## src/rtl/demux12_32bits.sv

```systemverilog
// demux12_32bits: steers 32-bit words to one of two 2-entry valid/ready FIFOs with delivered-word counters.
module demux12_32bits_fifo #(
  parameter int WIDTH = 32,
  parameter int CNT_W = 16
) (
  input  logic             clk,
  input  logic             rst,
  input  logic             push_i,
  input  logic [WIDTH-1:0] data_i,
  input  logic             ready_i,
  output logic [WIDTH-1:0] data_o,
  output logic             valid_o,
  output logic [1:0]       level_o,
  output logic [CNT_W-1:0] cnt_o
);
  logic [WIDTH-1:0] mem_q [2];
  logic             wr_q, rd_q, pop;
  logic [1:0]       level_q, level_d;
  logic [CNT_W-1:0] cnt_q;
  assign pop = valid_o & ready_i & !rst;
  always_ff @(posedge clk)
    level_q <= rst ? 2'd0 : level_d;
  always_comb
    level_d = (push_i & !pop) ? level_q + 2'd1 : (pop & !push_i) ? level_q - 2'd1 : level_q;
  always_comb begin
    valid_o = level_q != 2'd0;
    data_o  = mem_q[rd_q];
    level_o = level_q;
    cnt_o   = cnt_q;
  end
  always_ff @(posedge clk)
    if (push_i) mem_q[wr_q] <= data_i;
  always_ff @(posedge clk)
    if (rst) begin
      wr_q  <= 1'b0;
      rd_q  <= 1'b0;
      cnt_q <= '0;
    end else begin
      wr_q  <= wr_q ^ push_i;
      rd_q  <= rd_q ^ pop;
      cnt_q <= cnt_q + CNT_W'(pop);
    end
endmodule

module demux12_32bits #(
  parameter int WIDTH = 32,
  parameter int CNT_W = 16
) (
  input  logic             clk,
  input  logic             rst,
  input  logic [WIDTH-1:0] in_data,
  input  logic             in_ctrl,
  input  logic             in_valid,
  output logic             in_ready,
  output logic [WIDTH-1:0] A_data,
  output logic             A_valid,
  input  logic             A_ready,
  output logic [WIDTH-1:0] B_data,
  output logic             B_valid,
  input  logic             B_ready,
  output logic [1:0]       A_level,
  output logic [1:0]       B_level,
  output logic [CNT_W-1:0] A_cnt,
  output logic [CNT_W-1:0] B_cnt
);
  logic acc;
  // in_ready depends only on the selected FIFO's level, never on the consumer readies
  assign in_ready = !rst & (in_ctrl ? (B_level != 2'd2) : (A_level != 2'd2));
  assign acc      = in_valid & in_ready;
  demux12_32bits_fifo #(.WIDTH(WIDTH), .CNT_W(CNT_W)) u_a (
    .clk(clk), .rst(rst), .push_i(acc & !in_ctrl), .data_i(in_data), .ready_i(A_ready),
    .data_o(A_data), .valid_o(A_valid), .level_o(A_level), .cnt_o(A_cnt)
  );
  demux12_32bits_fifo #(.WIDTH(WIDTH), .CNT_W(CNT_W)) u_b (
    .clk(clk), .rst(rst), .push_i(acc & in_ctrl), .data_i(in_data), .ready_i(B_ready),
    .data_o(B_data), .valid_o(B_valid), .level_o(B_level), .cnt_o(B_cnt)
  );
endmodule
```

## config.mk

```make
export PLATFORM = sky130hd
export DESIGN_NAME = demux12_32bits
export DESIGN_NICKNAME = d
export VERILOG_FILES = /design/src/rtl/demux12_32bits.sv
export SDC_FILE = /design/constraint.sdc
export NUM_CORES = 1
export LEC_CHECK = 0
export CAP_MARGIN = 20
export CORE_MARGIN = 2
export CORE_UTILIZATION = 50
export CTS_CLUSTER_DIAMETER = 50
export DETAILED_ROUTE_END_ITERATION = 16
export PLACE_DENSITY = 0.79
export SKIP_CTS_REPAIR_TIMING = 1
export SYNTH_ARGS = -nofsm -noshare
export SYNTH_HDL_FRONTEND = slang
export SYNTH_SLANG_ARGS = --single-unit
```

## constraint.sdc

```tcl
create_clock -name clk -period 4.7 [get_ports clk]
set_input_delay 0.94 -clock clk [delete_from_list [all_inputs] [get_ports clk]]
set_output_delay 0.94 -clock clk [all_outputs]
set_load 0.05 [all_outputs]
```

==> results.json, run 1 <==
{
  "first_iter_violations": 337,
  "route.detailed.wl_per_inst_um": 17.0,
  "placed_cell_area_um2": 7980,
  "stdcell_area_um2": 8530,
  "hp-class": "reg -> reg",
  "p_leak_nw": 2.82,
  "synthCells": 407,
  "critPathRequiredTime_ns": 3.76,
  "antenna_found_initial": 0,
  "use_met3": 0.0628,
  "holdWs_ns": 0.498,
  "cts_tree": "done",
  "synth.distinct_cells": 28,
  "fin_crit_sh": 0.724,
  "die_area_um2": 13700,
  "post-route-drc-count": 0,
  "setup-tns-final_ns": 0,
  "met2_usage": 0.307,
  "grt_start_max_net_pins": 46,
  "finalMaxSlewViolations": 0,
  "ctsRootBufferMaster": "clkbuf_16",
  "startpoint": "u_a.rd_q",
  "vias": 3836,
  "power_density_nw_per_um2": 411,
  "end_kind": "primary output",
  "skew_ns": 0.00609,
  "max-clock-path-buffers": 2,
  "synth_top_area_cell": "edfxtp_1",
  "placementRows": 41,
  "clk_pin_slew_ns": 0.06,
  "fin_util": 0.679,
  "die_h_um": 117,
  "critPathArrivalTime_ns": 2.46,
  "avgSynthCellArea_um2": 15.7,
  "clock_latency_ns": 0.41,
  "ir_drop_mv": 0.207,
  "grt.busiest_layer": "met2",
  "grt-ovfl-total": 0,
  "startpoint_type": "register",
  "syn-cell-area_um2": 6400,
  "r2r-start": "u_a.level_o[0]",
  "coreArea_um2": 12600,
  "clock_sinks": 168,
  "hp-start": "u_a.cnt_o[15]",
  "gp_congestion": 0.813,
  "grt_setup_unrepaired": "false",
  "hold_viol_final": 0,
  "start_util": 0.509,
  "outcome": "finished, final reports clean",
  "area.growth.synth_to_final_pct": 33.3,
  "numPortBuffers": 140,
  "use_met1": 0.249,
  "vias_per_cell": 5.19,
  "tightestPinTransition_ns": 0.874,
  "htreeDepth": 4,
  "yosysWarnings": 0,
  "max_freq_mhz": 294,
  "dr.pass1.iters": 4,
  "worstSetupPathType": "reg -> out",
  "ys_ff_latch": 168,
  "postSynthNetCount": 455,
  "fin_nets": 601,
  "io_pins": 141,
  "drtAntennaViolNets": 0,
  "maxCapViolCount": 0,
  "ys_seq_area_frac": 0.725,
  "hpwlAfterDp_mm": 8.17,
  "cts_buffers": 17,
  "cp_max_fo": 33,
  "die-width_um": 117,
  "postRouteWirelength_mm": 12.5,
  "grt_pass1_wl_mm": 19.7,
  "yosys-top-cells-area": "edfxtp_1 (60%), dfxtp_1 (13%), mux2_2 (11%)",
  "slew_headroom": 0.417,
  "setup_viol": 0,
  "globalRouteTotalUtil": 0.193,
  "synth_top_area_frac": 0.600,
  "min_period_ns": 3.40,
  "drive_gt1_frac": 0.180,
  "grt_pass1_vias": 3918
}
==> critical path: stages (launching register included) <==
cell and delay (ns):
dfxtp_2 0.89, mux2_2 0.42, clkdlybuf4s50_1 0.73
==> cell usage in the layout, fill, tap and decap left out, drive strengths merged, types with 5 or more instances in the layout <==
| cell type | n |
|---|---|
| clkdlybuf4s50 | 139 |
| edfxtp | 128 |
| mux2 | 65 |
| dfxtp | 40 |
| nor2 | 35 |
| clkbuf | 20 |
| xnor2 | 17 |
| nand3 | 11 |
| nand2 | 10 |
| inv | 10 |
| xor2 | 10 |
| ha | 10 |
| clkinv | 9 |
| a21oi | 8 |
| nor4 | 7 |
| o21ai | 7 |
| or3 | 6 |
| nor2b | 5 |
| nand4 | 5 |
| nor3 | 5 |
==> per-stage QoR <==
stage,setup WS [ns],std cells,total power [mW]
2_1_floorplan,0.654,407,2.06
3_3_place_gp,1.32,706,2.26
3_5_place_dp,1.23,706,2.27
4_1_cts,1.23,738,3.54
5_1_grt,1.17,738,3.63
6_report,1.30,739,3.51
==> registers in the layout (all words and copies together) (netlist names) <==
register     count
u_b.wr_q         1
u_a.wr_q         1
u_a.mem_q       64
u_b.level_o      2
u_a.cnt_o       16
u_b.mem_q       64
u_a.level_o      2
u_b.rd_q         1
u_a.rd_q         1
u_b.cnt_o       16
==> routing by layer <==
layer	share of wire	up-vias
met5	0	-
met4	0.017	0
met3	0.077	20
met2	0.47	142
met1	0.44	1867
li1	-	1807
==> report_power, final <==
| group | internal, mW | switching, mW | leakage, nW |
|---|---|---|---|
| Clock | 0.769 | 0.509 | 0.267 |
| Combinational | 0.213 | 0.336 | 1.06 |
| Sequential | 1.64 | 0.0464 | 1.49 |
| Total | 2.62 | 0.892 | 2.82 |
==> area by class of cell <==
| type | instances | area [um^2] |
|---|---|---|
| well taps | 172 | 215 |
| clock buffers | 20 | 437 |
| fillers | 866 | 4040 |
| diodes | 1 | 2.50 |
| clock inverters | 12 | 109 |
| inverters | 10 | 37.5 |
| multi-input cells | 215 | 1680 |
| flip-flops and latches | 168 | 4650 |
| repair buffers | 141 | 1410 |
==> final timing paths <==
path         cells after the start  slack, ns               end
max                              2       1.30        A_data[19]
min                              2       0.50     u_a.cnt_o[15]
max reg2reg                      5       2.26  u_a.mem_q[0][12]
min reg2reg                      2       0.50     u_a.cnt_o[15]
==> Yosys cell counts <==
| cell type | number |
|---|---|
| or2_2 | 3 |
| or4_1 | 2 |
| nand2_1 | 10 |
| nor2_1 | 35 |
| or4b_4 | 1 |
| nand3_1 | 11 |
| nor3b_1 | 1 |
| xor2_1 | 10 |
| mux2_2 | 65 |
| edfxtp_1 | 128 |
| nand4_1 | 5 |
| o31ai_1 | 2 |
| nor3_1 | 5 |
| xnor2_1 | 17 |
| and3_1 | 3 |
| nor2b_1 | 5 |
| a311oi_1 | 1 |
| or3_1 | 6 |
| clkbuf_1 | 11 |
| ha_1 | 10 |
| a21oi_1 | 8 |
| inv_1 | 10 |
| and4_1 | 1 |
| o21ai_0 | 6 |
| buf_1 | 3 |
| o21ai_1 | 1 |
| dfxtp_1 | 40 |
| nor4_1 | 7 |
==> cell families (layout without fill, tap and decap cells) <==
family | after synthesis | count (layout) | share of synthesized area
other | 0 | 1 | 0
AND/OR/NAND/NOR | 95 | 95 | 0.0743
XOR/XNOR | 27 | 27 | 0.0369
buffers and inverters | 24 | 183 | 0.0141
adder cells (fa/ha/maj) | 10 | 10 | 0.0195
AO/OA/AOI/OAI | 18 | 18 | 0.0154
multiplexers | 65 | 65 | 0.114
flip-flops | 168 | 168 | 0.725
(Power assumes the default switching activity.)
==> inputs of run 2 (changes only) <==
--- a/config.mk
+++ b/config.mk
@@ -7,10 +7,10 @@
 export LEC_CHECK = 0
 export CAP_MARGIN = 20
 export CORE_MARGIN = 2
-export CORE_UTILIZATION = 50
+export CORE_UTILIZATION = 45
 export CTS_CLUSTER_DIAMETER = 50
 export DETAILED_ROUTE_END_ITERATION = 16
-export PLACE_DENSITY = 0.79
+export PLACE_DENSITY = 0.75
 export SKIP_CTS_REPAIR_TIMING = 1
 export SYNTH_ARGS = -nofsm -noshare
 export SYNTH_HDL_FRONTEND = slang
==> constraint.sdc (replaced) <==
create_clock -name clk -period 2.8 [get_ports clk]
set_input_delay 0.56 -clock clk [delete_from_list [all_inputs] [get_ports clk]]
set_output_delay 0.56 -clock clk [all_outputs]
set_load 0.05 [all_outputs]
==> run 2 against run 1 <==
  * Sequential share of layout area down 1.8 points
  * Core utilization shrank 4.3 points
  * Sequential cell count unchanged
  * Via count grew 1.1%
  * First-iteration DRC count is 43% lower
  * Final area rose by 3.4%
  * Worst hold slack gained 0.00086 ns
  * Highest routed layer unchanged
==> results.json, run 2 (synthesis gave the netlist of run 1 again) <==
{
  "hpwlAfterDp_mm": 8.55,
  "cts_buffers": 17,
  "die_area_um2": 15200,
  "placementRows": 43,
  "numPortBuffers": 140,
  "max_freq_mhz": 374,
  "min_period_ns": 2.68,
  "setup_viol": 0,
  "end_kind": "primary output",
  "startpoint_type": "register",
  "use_met3": 0.0706,
  "coreArea_um2": 13900,
  "grt-ovfl-total": 0,
  "outcome": "finished, final reports clean",
  "slowest_stage": "clkdlybuf4s50_1",
  "setup-tns-final_ns": 0,
  "tightestPinTransition_ns": 0.572,
  "ir_drop_mv": 0.388,
  "diodes": 0,
  "skew_ns": 0.0106,
  "critPathRequiredTime_ns": 2.24,
  "hp-class": "reg -> reg",
  "cp_max_fo": 32,
  "combPwrFrac": 0.167,
  "grt_pass1_wl_mm": 19.7,
  "worstSetupPathType": "reg -> out",
  "clock_latency_ns": 0.42,
  "internal_power_mw": 4.47,
  "grt_setup_unrepaired": "false",
  "die-width_um": 123,
  "final_common_cell": "clkdlybuf4s50_1",
  "hold_viol_final": 0,
  "cts_tree": "done",
  "gp_congestion": 0.898,
  "globalRouteTotalUtil": 0.176,
  "placed_cell_area_um2": 8230,
  "top_regs": "u_a.mem_q: 64 flops, u_b.mem_q: 64 flops",
  "p_leak_nw": 2.94,
  "use_met1": 0.214,
  "layout_setup_ws_ns": 0.124,
  "total_power_mw": 6.11,
  "finalMaxSlewViolations": 0,
  "dr.pass1.iters": 4,
  "fin_nets": 616,
  "switchingPower_mw": 1.64,
  "place_ws_ns": 0.0859,
  "maxCapViolCount": 0,
  "holdWs_ns": 0.499,
  "io_pins": 141,
  "grt_pass1_vias": 3905,
  "htreeDepth": 4,
  "clock_sinks": 168,
  "first_iter_violations": 192,
  "post-route-drc-count": 0,
  "drive_gt1_frac": 0.222,
  "grt_start_max_net_pins": 34,
  "power_density_nw_per_um2": 692,
  "stdcell_area_um2": 8820,
  "clk_pin_slew_ns": 0.07,
  "met2_usage": 0.286,
  "swShare": 0.269,
  "power_frac_seq": 0.454,
  "ctsRootBufferMaster": "clkbuf_16",
  "grt.busiest_layer": "met2",
  "mostFrequentLayoutCells": "clkdlybuf4s50_1 (135), edfxtp_1 (128), mux2_2 (65)",
  "critPathArrivalTime_ns": 2.12,
  "area.growth.synth_to_final_pct": 37.8,
  "die_h_um": 123,
  "fin_crit_sh": 0.956,
  "postRouteWirelength_mm": 13.1,
  "vias_per_cell": 5.10,
  "p_clk_frac": 0.379,
  "vias": 3879,
  "start_util": 0.461,
  "slew_headroom": 0.617,
  "slowest_delay_ns": 0.73,
  "max-clock-path-buffers": 2,
  "route.detailed.wl_per_inst_um": 17.3,
  "critical_path.cell_chain": "buf_12 -> mux2_2 -> clkdlybuf4s50_1",
  "drtAntennaViolNets": 0,
  "antenna_found_initial": 0
}
[run 2: changes by cell type in the layout (fill, tap and decap cells not counted), moves of 4 or more]
cell,delta
clkinvlp_4,+4
clkinv_1,-4
buf_12,+9
buf_4,+10
clkdlybuf4s50_1,-4
inv_6,+4
[run 2: area by class of cell]
type	instances	area, um^2
multi-input cells	215	1700
repair buffers	156	1620
clock buffers	17	425
flip-flops and latches	168	4650
fillers	1004	5060
well taps	180	225
clock inverters	15	168
inverters	10	37.5
[run 2: power groups by stage]
stage / combinational [mW] / clock [mW] / sequential (mW)
2_1_floorplan: 0.620 / 0 / 2.85
3_3_place_gp: 1.02 / 0 / 2.82
3_5_place_dp: 1.02 / 0 / 2.83
4_1_cts: 1.03 / 2.36 / 2.77
5_1_grt: 1.06 / 2.47 / 2.78
6_report: 1.02 / 2.31 / 2.77
[run 2: worst max-delay path, delay by kind of cell, from the launching register on]
family	cells	cell delay, ns
flops	1	0.36
mux	1	0.36
buf+inv	2	0.95
[run 2: path summary, 6_finish.rpt]
| kind | endpoint | cells after the start | slack [ns] | start |
|---|---|---|---|---|
| setup / recovery | B_data[10] | 3 | 0.12 | u_b.rd_q |
| hold / removal | u_a.cnt_o[15] | 2 | 0.50 | u_a.cnt_o[15] |
| setup reg to reg | u_a.cnt_o[14] | 9 | 0.61 | u_a.level_o[0] |
| hold reg to reg | u_a.cnt_o[15] | 2 | 0.50 | u_a.cnt_o[15] |
[run 2: routing by layer]
metal | vias to the layer above | part of all wire
met5 | - | 0
met4 | 0 | 0.012
li1 | 1833 | -
met2 | 127 | 0.48
met3 | 14 | 0.080
met1 | 1905 | 0.43
[run 2: metrics by stage]
stage	cells	util
final	761	0.635
after global routing	761	0.635
after CTS	761	0.635
after detailed placement	729	0.593
after global placement	729	0.593
after floorplan	407	-
